<file path="src/rtl/burst_comparator.sv">
// Burst word comparator: evaluates x REL y per accepted pair and accumulates
// failure count, first failing index and an overall pass flag per burst.
module burst_comparator #(
    parameter int unsigned WIDTH = 8,
    parameter int unsigned LEN_W = 8
) (
    input  logic             clk,
    input  logic             rst_n,
    input  logic             start,
    input  logic [LEN_W-1:0] len,
    input  logic [2:0]       mode,
    input  logic             sgn,
    input  logic             in_valid,
    output logic             in_ready,
    input  logic [WIDTH-1:0] x,
    input  logic [WIDTH-1:0] y,
    output logic             z,
    output logic             z_valid,
    output logic             busy,
    output logic             done,
    output logic             pass,
    output logic [LEN_W-1:0] fail_cnt,
    output logic [LEN_W-1:0] first_fail
);

    typedef enum logic [1:0] {StIdle, StRun, StDone} state_e;

    localparam logic [LEN_W-1:0] One     = LEN_W'(1);
    localparam logic [LEN_W-1:0] AllOnes = '1;

    state_e           state_q, state_d;
    logic [LEN_W-1:0] len_q, len_d;
    logic [2:0]       mode_q, mode_d;
    logic             sgn_q, sgn_d;
    logic [LEN_W-1:0] idx_q, idx_d;
    logic [LEN_W-1:0] fail_cnt_q, fail_cnt_d;
    logic [LEN_W-1:0] first_fail_q, first_fail_d;
    logic             pass_q, pass_d;
    logic             z_q, z_d;
    logic             z_valid_q, z_valid_d;

    logic eq, lt, rel;

    always_comb begin
        eq = (x == y);
        if (sgn_q) begin
            lt = ($signed(x) < $signed(y));
        end else begin
            lt = (x < y);
        end
        case (mode_q)
            3'b001:  rel = ~eq;
            3'b010:  rel = lt;
            3'b011:  rel = lt | eq;
            3'b100:  rel = ~lt & ~eq;
            3'b101:  rel = ~lt;
            default: rel = eq;  // 000 and the unused codes 110/111
        endcase
    end

    always_comb begin
        state_d      = state_q;
        len_d        = len_q;
        mode_d       = mode_q;
        sgn_d        = sgn_q;
        idx_d        = idx_q;
        fail_cnt_d   = fail_cnt_q;
        first_fail_d = first_fail_q;
        pass_d       = pass_q;
        z_d          = z_q;
        z_valid_d    = 1'b0;

        unique case (state_q)
            StIdle: begin
                if (start) begin
                    len_d        = len;
                    mode_d       = mode;
                    sgn_d        = sgn;
                    idx_d        = '0;
                    fail_cnt_d   = '0;
                    first_fail_d = AllOnes;
                    if (len == '0) begin
                        pass_d  = 1'b1;
                        state_d = StDone;
                    end else begin
                        pass_d  = 1'b0;
                        state_d = StRun;
                    end
                end
            end
            StRun: begin
                if (in_valid) begin
                    z_d       = rel;
                    z_valid_d = 1'b1;
                    idx_d     = idx_q + One;
                    if (!rel) begin
                        fail_cnt_d = fail_cnt_q + One;
                        if (first_fail_q == AllOnes) begin
                            first_fail_d = idx_q;
                        end
                    end
                    if (idx_q == len_q - One) begin
                        // Final statistics must be visible alongside done.
                        pass_d  = (fail_cnt_d == '0);
                        state_d = StDone;
                    end
                end
            end
            StDone: begin
                state_d = StIdle;
            end
            default: begin
                state_d = StIdle;
            end
        endcase
    end

    always_ff @(posedge clk) begin
        if (!rst_n) begin
            state_q      <= StIdle;
            len_q        <= '0;
            mode_q       <= '0;
            sgn_q        <= 1'b0;
            idx_q        <= '0;
            fail_cnt_q   <= '0;
            first_fail_q <= AllOnes;
            pass_q       <= 1'b0;
            z_q          <= 1'b0;
            z_valid_q    <= 1'b0;
        end else begin
            state_q      <= state_d;
            len_q        <= len_d;
            mode_q       <= mode_d;
            sgn_q        <= sgn_d;
            idx_q        <= idx_d;
            fail_cnt_q   <= fail_cnt_d;
            first_fail_q <= first_fail_d;
            pass_q       <= pass_d;
            z_q          <= z_d;
            z_valid_q    <= z_valid_d;
        end
    end

    assign in_ready   = (state_q == StRun);
    assign busy       = (state_q != StIdle);
    assign done       = (state_q == StDone);
    assign pass       = pass_q;
    assign fail_cnt   = fail_cnt_q;
    assign first_fail = first_fail_q;
    assign z          = z_q;
    assign z_valid    = z_valid_q;

endmodule
</file>
<file path="config.mk">
export PLATFORM = sky130hd
export DESIGN_NAME = burst_comparator
export DESIGN_NICKNAME = d
export VERILOG_FILES = /design/src/rtl/burst_comparator.sv
export SDC_FILE = /design/constraint.sdc
export NUM_CORES = 1
export LEC_CHECK = 0
export ABC_AREA = 1
export CAP_MARGIN = 20
export CORE_AREA = 2 2 71 73
export CTS_BUF_LIST = sky130_fd_sc_hd__clkbuf_2 sky130_fd_sc_hd__clkbuf_4 sky130_fd_sc_hd__clkbuf_8
export CTS_CLUSTER_DIAMETER = 100
export DETAILED_ROUTE_END_ITERATION = 8
export DIE_AREA = 0 0 73 75
export PLACE_DENSITY = 0.94
export SKIP_LAST_GASP = 1
export SLEW_MARGIN = 30
export SYNTH_ARGS = -nofsm -noshare
export SYNTH_HDL_FRONTEND = slang
export SYNTH_SLANG_ARGS = --single-unit
</file>
<file path="constraint.sdc">
create_clock -name clk -period 6.2 [get_ports clk]
set_input_delay 0.93 -clock clk [delete_from_list [all_inputs] [get_ports clk]]
set_output_delay 0.93 -clock clk [all_outputs]
set_load 0.005 [all_outputs]
</file>
==> results of run 1 <==
power breakdown:
part	switching (mW)	internal, mW
clock	0.0904	0.136
combinational	0.120	0.0939
sequential	0.0189	0.283
state kept, by name, summed over array words and instances, names as in the netlist:
name / cells
sgn_q: 1
fail_cnt: 8
idx_q: 8
mode_q: 3
z_valid: 1
len_q: 8
pass: 1
first_fail: 8
z: 1
state_q: 2
kinds of logic (layout without fill, tap and decap cells):
family | after synthesis | count (layout) | synth area share (%)
AOI/OAI and AO/OA | 58 | 58 | 13.47
xor gates and xnor gates | 17 | 17 | 6.004
adders and majority gates | 11 | 11 | 5.550
buffers and inverters | 51 | 105 | 7.821
DFF | 41 | 41 | 33.10
and+or+nand+nor | 176 | 176 | 34.06
per-layer routing:
metal  track usage [%]  wire (um)
met3             4.418        225
met4             10.91        161
met2             43.34       3057
met5                 0          0
met1             25.48       2339
per-stage QoR:
| step | setup WS (ns) | instance area (um2) | power [mW] | std cells |
|---|---|---|---|---|
| after global placement | 2.868 | 3052 | 0.5097 | 454 |
| after global routing | 2.861 | 3167 | 0.7854 | 462 |
| final | 3.071 | 3167 | 0.7421 | 462 |
| after CTS | 3.056 | 3172 | 0.7459 | 462 |
| after detailed placement | 2.770 | 3052 | 0.5193 | 454 |
| after floorplan | 3.489 | 2480 | 0.4465 | 354 |
final timing paths:
check	start	to	slack, ns	cells after the start
worst max register to register	state_q[0]	idx_q[7]	3.64	10
worst min register to register	sgn_q	sgn_q	0.46	2
worst max-delay path	y[3]	first_fail[5]	3.07	19
worst min-delay path	sgn_q	sgn_q	0.46	2
critical path, cell delays in order:
cell,delay (ns)
clkdlybuf4s50_1,0.45
inv_1,0.04
ha_1,0.30
nand2_1,0.08
inv_1,0.06
nand2_1,0.07
nand2_1,0.05
nand2_1,0.09
nand2_1,0.07
nand2_2,0.11
nand3_1,0.09
nand2_2,0.09
nand2_4,0.07
nand2_4,0.12
nand2_8,0.08
a31oi_4,0.30
inv_4,0.09
o21ai_1,0.10
nand3_1,0.10
final cells by class:
class,count,area (um2),area share [%]
Timing Repair Buffer,53,525.5,16.59
Clock buffer,7,90.09,2.845
Clock inverter,1,30.03,0.9482
Tap cell,54,67.56,2.134
Multi-Input combinational cell,262,1465,46.27
Sequential cell,41,820.8,25.92
Inverter,44,167.7,5.294
cells in the final DEF, fill, tap and decap left out, types with 2 or more instances in the layout:
cell type / count
nand2_1: 67
clkdlybuf4s50_1: 52
nor2_1: 45
inv_1: 41
dfxtp_1: 41
a21oi_1: 22
nand3_1: 21
o21ai_0: 16
o21ai_1: 11
ha_1: 11
nand4_1: 10
xor2_1: 9
nor3_1: 8
xnor2_1: 8
clkbuf_8: 6
nand2_2: 5
nor2_2: 4
nor2_4: 3
nand3_2: 2
nand2_4: 2
a32o_1: 2
nor4_1: 2
==> impl_metrics.ini, run 1 <==
[clock_tree]
post_cts.repair.setup_buffers = 0
clkSinkCount = 41
htreeDepth = 2
path_clk_slew_ns = 0.08
hold_buffers = 0
cts_resized = 0
cts-root-buf = clkbuf_8
cts-root-to-sink-buffers = 2
cts_tree = done
clkLatencyLatePin_ns = 0.29
cts_inserted_buffers = 5

[yosys]
ys_seq_area_share_pct = 33.10
syn_nets = 397
synth_most_common_cell = nand2_1
synth_edf_count = 0
synth_cell_types = 39
avgSynthCellArea_um2 = 7.005
synth_common_cells = 67 x nand2_1, 45 x nor2_1, 41 x dfxtp_1, 41 x inv_1, 22 x a21oi_1
synthFlopType = dfxtp_1
netlist_top_cells_area = dfxtp_1 33%, nand2_1 10%, nor2_1 6.8%, inv_1 6.2%, ha_1 5.5%
synth_seq_cells = 41
synth_warnings = 0
synth_cells = 354
syn_area_um2 = 2480
yosysTopAreaCellShare_pct = 33.10
ys_async_sr_fraction_pct = 0
yosysTopAreaCell = dfxtp_1

[timing]
max_slew_margin_pct = 39.94
drv_slew = 0
setup_viol = 0
layout_worst_path_cycle_share_pct = 50.47
tightest_slew_ns = 0.8975
fmax_mhz = 319.6
finalCriticalPeriod_ns = 3.129
fin_skew_ns = 0.008301
hold_ws_ns = 0.4622
fin_setup_tns_ns = 0
hold_viol_final = 0
rsz0062_at_grt = no

[worst_hold_path]
hp-class = reg -> reg

[worst_setup_path]
critPathRequiredTime_ns = 6.35
end_kind = flip-flop
arrival_ns = 3.28
start_kind = input pin
crit_fanout = 9
crit_type = in -> reg

[place]
gp_congestion = 0.8697
io_buffers = 53
hpwl_mm = 4.400

[run_status]
status = complete, no violations

[grt]
grt_pass1_wl_mm = 10.07
grt_max_degree = 29
antenna_found_initial = 0
grt_pass1_vias = 2471
grt_overflow = 0
grt_usage_pct = 23.30

[pwr]
leakage_nw = 1.404
p_per_area_nw_per_um2 = 234.3
vdd_drop_max_uv = 279.8

[detailed_routing]
avgRoutedWirePerCell_um = 12.52
dr_total_vias = 2485
route.detailed.drc = 0
first_pass_iters = 4
drtAntennaViolNets = 0
wirelength_mm = 5.784
via_per_inst = 5.379
drtIter0Drc = 147

[final_layout]
nNetsFinal = 450
utilization_pct = 67.95
num-fill-cells = 365
n_antenna_cell = 0
final_layout_size_suffix_gt1_share_pct = 8.088
area_growth_pct = 27.70

[floorplanning]
ios = 54
fp-row-count = 25
die_area_um2 = 5475
core_um2 = 4661
floorplan.die.height_um = 75
die_x_um = 73
floorplan.initialDensity_pct = 53.21

[flow_run]
cap_violations = 0
Note: power is estimated with default switching activity, not from simulation.
==> inputs of run 2 (changes only) <==
- CORE_AREA: 2 2 71 73 -> 2 2 72 74
- DIE_AREA: 0 0 73 75 -> 0 0 74 76
- PLACE_DENSITY: 0.94 -> 0.92
- clock period: 6.2 -> 3.2 ns (I/O delays scaled with it)
==> impl_metrics.ini, run 2 (synthesis results as in run 1) <==
[timing]
fin_skew_ns = 0.007166
hold_ws_ns = 0.4686
max_slew_margin_pct = 60.08
fin_setup_tns_ns = 0
rsz0062_at_grt = no
layout_worst_path_cycle_share_pct = 83.38
worst_slack_ns = 0.5319
hold_viol_final = 0
drv_slew = 0
tightest_slew_ns = 0.5982
finalCriticalPeriod_ns = 2.668
setup_viol = 0
fmax_mhz = 374.8

[pwr]
vdd_drop_max_uv = 278.7
leakage_nw = 1.392
p_per_area_nw_per_um2 = 414.9

[final_layout]
stdcell_area_um2 = 3161
nNetsFinal = 452
n_antenna_cell = 0
final_cell_mix = 67 x nand2_1, 53 x clkdlybuf4s50_1, 45 x nor2_1
final_layout_size_suffix_gt1_share_pct = 7.843
utilization_pct = 64.34
final_common_cell = nand2_1
area_growth_pct = 27.45

[floorplanning]
core_um2 = 4912
die_x_um = 74
ios = 54
floorplan.die.height_um = 76
fp-row-count = 26
floorplan.initialDensity_pct = 50.48
die_area_um2 = 5624

[place]
hpwl_mm = 4.560
io_buffers = 53
pre_cts_slack_ns = 0.2378
gp_congestion = 0.8421
place_area_um2 = 3087

[worst_setup_path]
cp_num_buf_inv = 3
cp_slowest_stage_delay_ns = 0.47
end_kind = flip-flop
cp_slowest_cell = clkdlybuf4s50_1
crit_fanout = 9
arrival_ns = 2.83
reg2reg_depth = 11
path_delay_family = simple AND/OR/NAND/NOR gates
crit_cells = 17
critPathRequiredTime_ns = 3.36
crit_type = in -> reg
path_cells = clkdlybuf4s50_1, inv_1, ha_1, a21oi_1, nor2_1, nor2_2, nand2_1, nand2_2, nand3_1, nand2_2, nand2_4, nand2_4, nand2_8, a31oi_4, inv_4, o21ai_1, nand3_1
start_kind = input pin

[detailed_routing]
via_per_inst = 5.218
dr_total_vias = 2494
drtIter0Drc = 134
wirelength_mm = 5.917
drtAntennaViolNets = 0
route.detailed.drc = 0
first_pass_iters = 4
avgRoutedWirePerCell_um = 12.38

[grt]
grt_pass1_vias = 2395
antenna_found_initial = 0
grt_max_degree = 29
grt_pass1_wl_mm = 10.02
grt_usage_pct = 21.90
grt_overflow = 0

[clock_tree]
cts-root-to-sink-buffers = 2
cts_resized = 0
path_clk_slew_ns = 0.07
cts_inserted_buffers = 5
hold_buffers = 0
cts-root-buf = clkbuf_8
clkSinkCount = 41
clkLatencyLatePin_ns = 0.29
cts_tree = done
post_cts.repair.setup_buffers = 0
htreeDepth = 2

[flow_run]
cap_violations = 0

[run_status]
status = complete, no violations

[worst_hold_path]
min_path_cells = 2
hp-class = reg -> reg
run 2: cell count changes in the layout (fill, tap and decap cells not counted):
cell	change
clkdlybuf4s50_1	+1
bufinv_16	-1
clkbuf_8	-1
clkbuf_4	-1
clkinv_2	+1
buf_4	+2
buf_2	-1
run 2: power breakdown:
| group | internal (mW) | leakage [nW] | switching, mW |
|---|---|---|---|
| registers | 0.549 | 0.336 | 0.0373 |
| clock network | 0.143 | 0.0399 | 0.165 |
| logic | 0.185 | 1.02 | 0.231 |
run 2: final timing paths:
kind	slack, ns	from	to
setup / recovery	0.53	y[5]	first_fail[6]
hold reg to reg	0.47	sgn_q	sgn_q
hold / removal	0.47	sgn_q	sgn_q
setup reg to reg	0.96	state_q[0]	idx_q[7]
run 2: area by class of cell:
| cell class | instances | area, um2 |
|---|---|---|
| Sequential cell | 41 | 820.8 |
| Inverter | 44 | 167.7 |
| Timing Repair Buffer | 55 | 545.5 |
| Multi-Input combinational cell | 262 | 1465 |
| Fill cell | 423 | 1752 |
| Clock inverter | 1 | 5.005 |
| Tap cell | 70 | 87.58 |
| Clock buffer | 5 | 68.82 |
run 2: through the flow:
step           cells  power [mW]
6_report         478       1.311
5_1_grt          478       1.394
4_1_cts          478       1.318
3_5_place_dp     472       1.008
3_3_place_gp     472      0.9920
2_1_floorplan    354      0.8652
run 2: tightest hold or removal path: stages, from the launching register on:
cell     delay [ns]
dfxtp_1        0.30
inv_1          0.06
a21oi_1        0.06
run 2: per-layer routing:
layer	global-route usage [%]	vias up	part of all wire, %
met3	3.307	13	3.8
met4	7.818	0	1.9
met5	0	-	0
met1	25.46	1163	41
met2	39.46	57	53
li1	-	1261	-
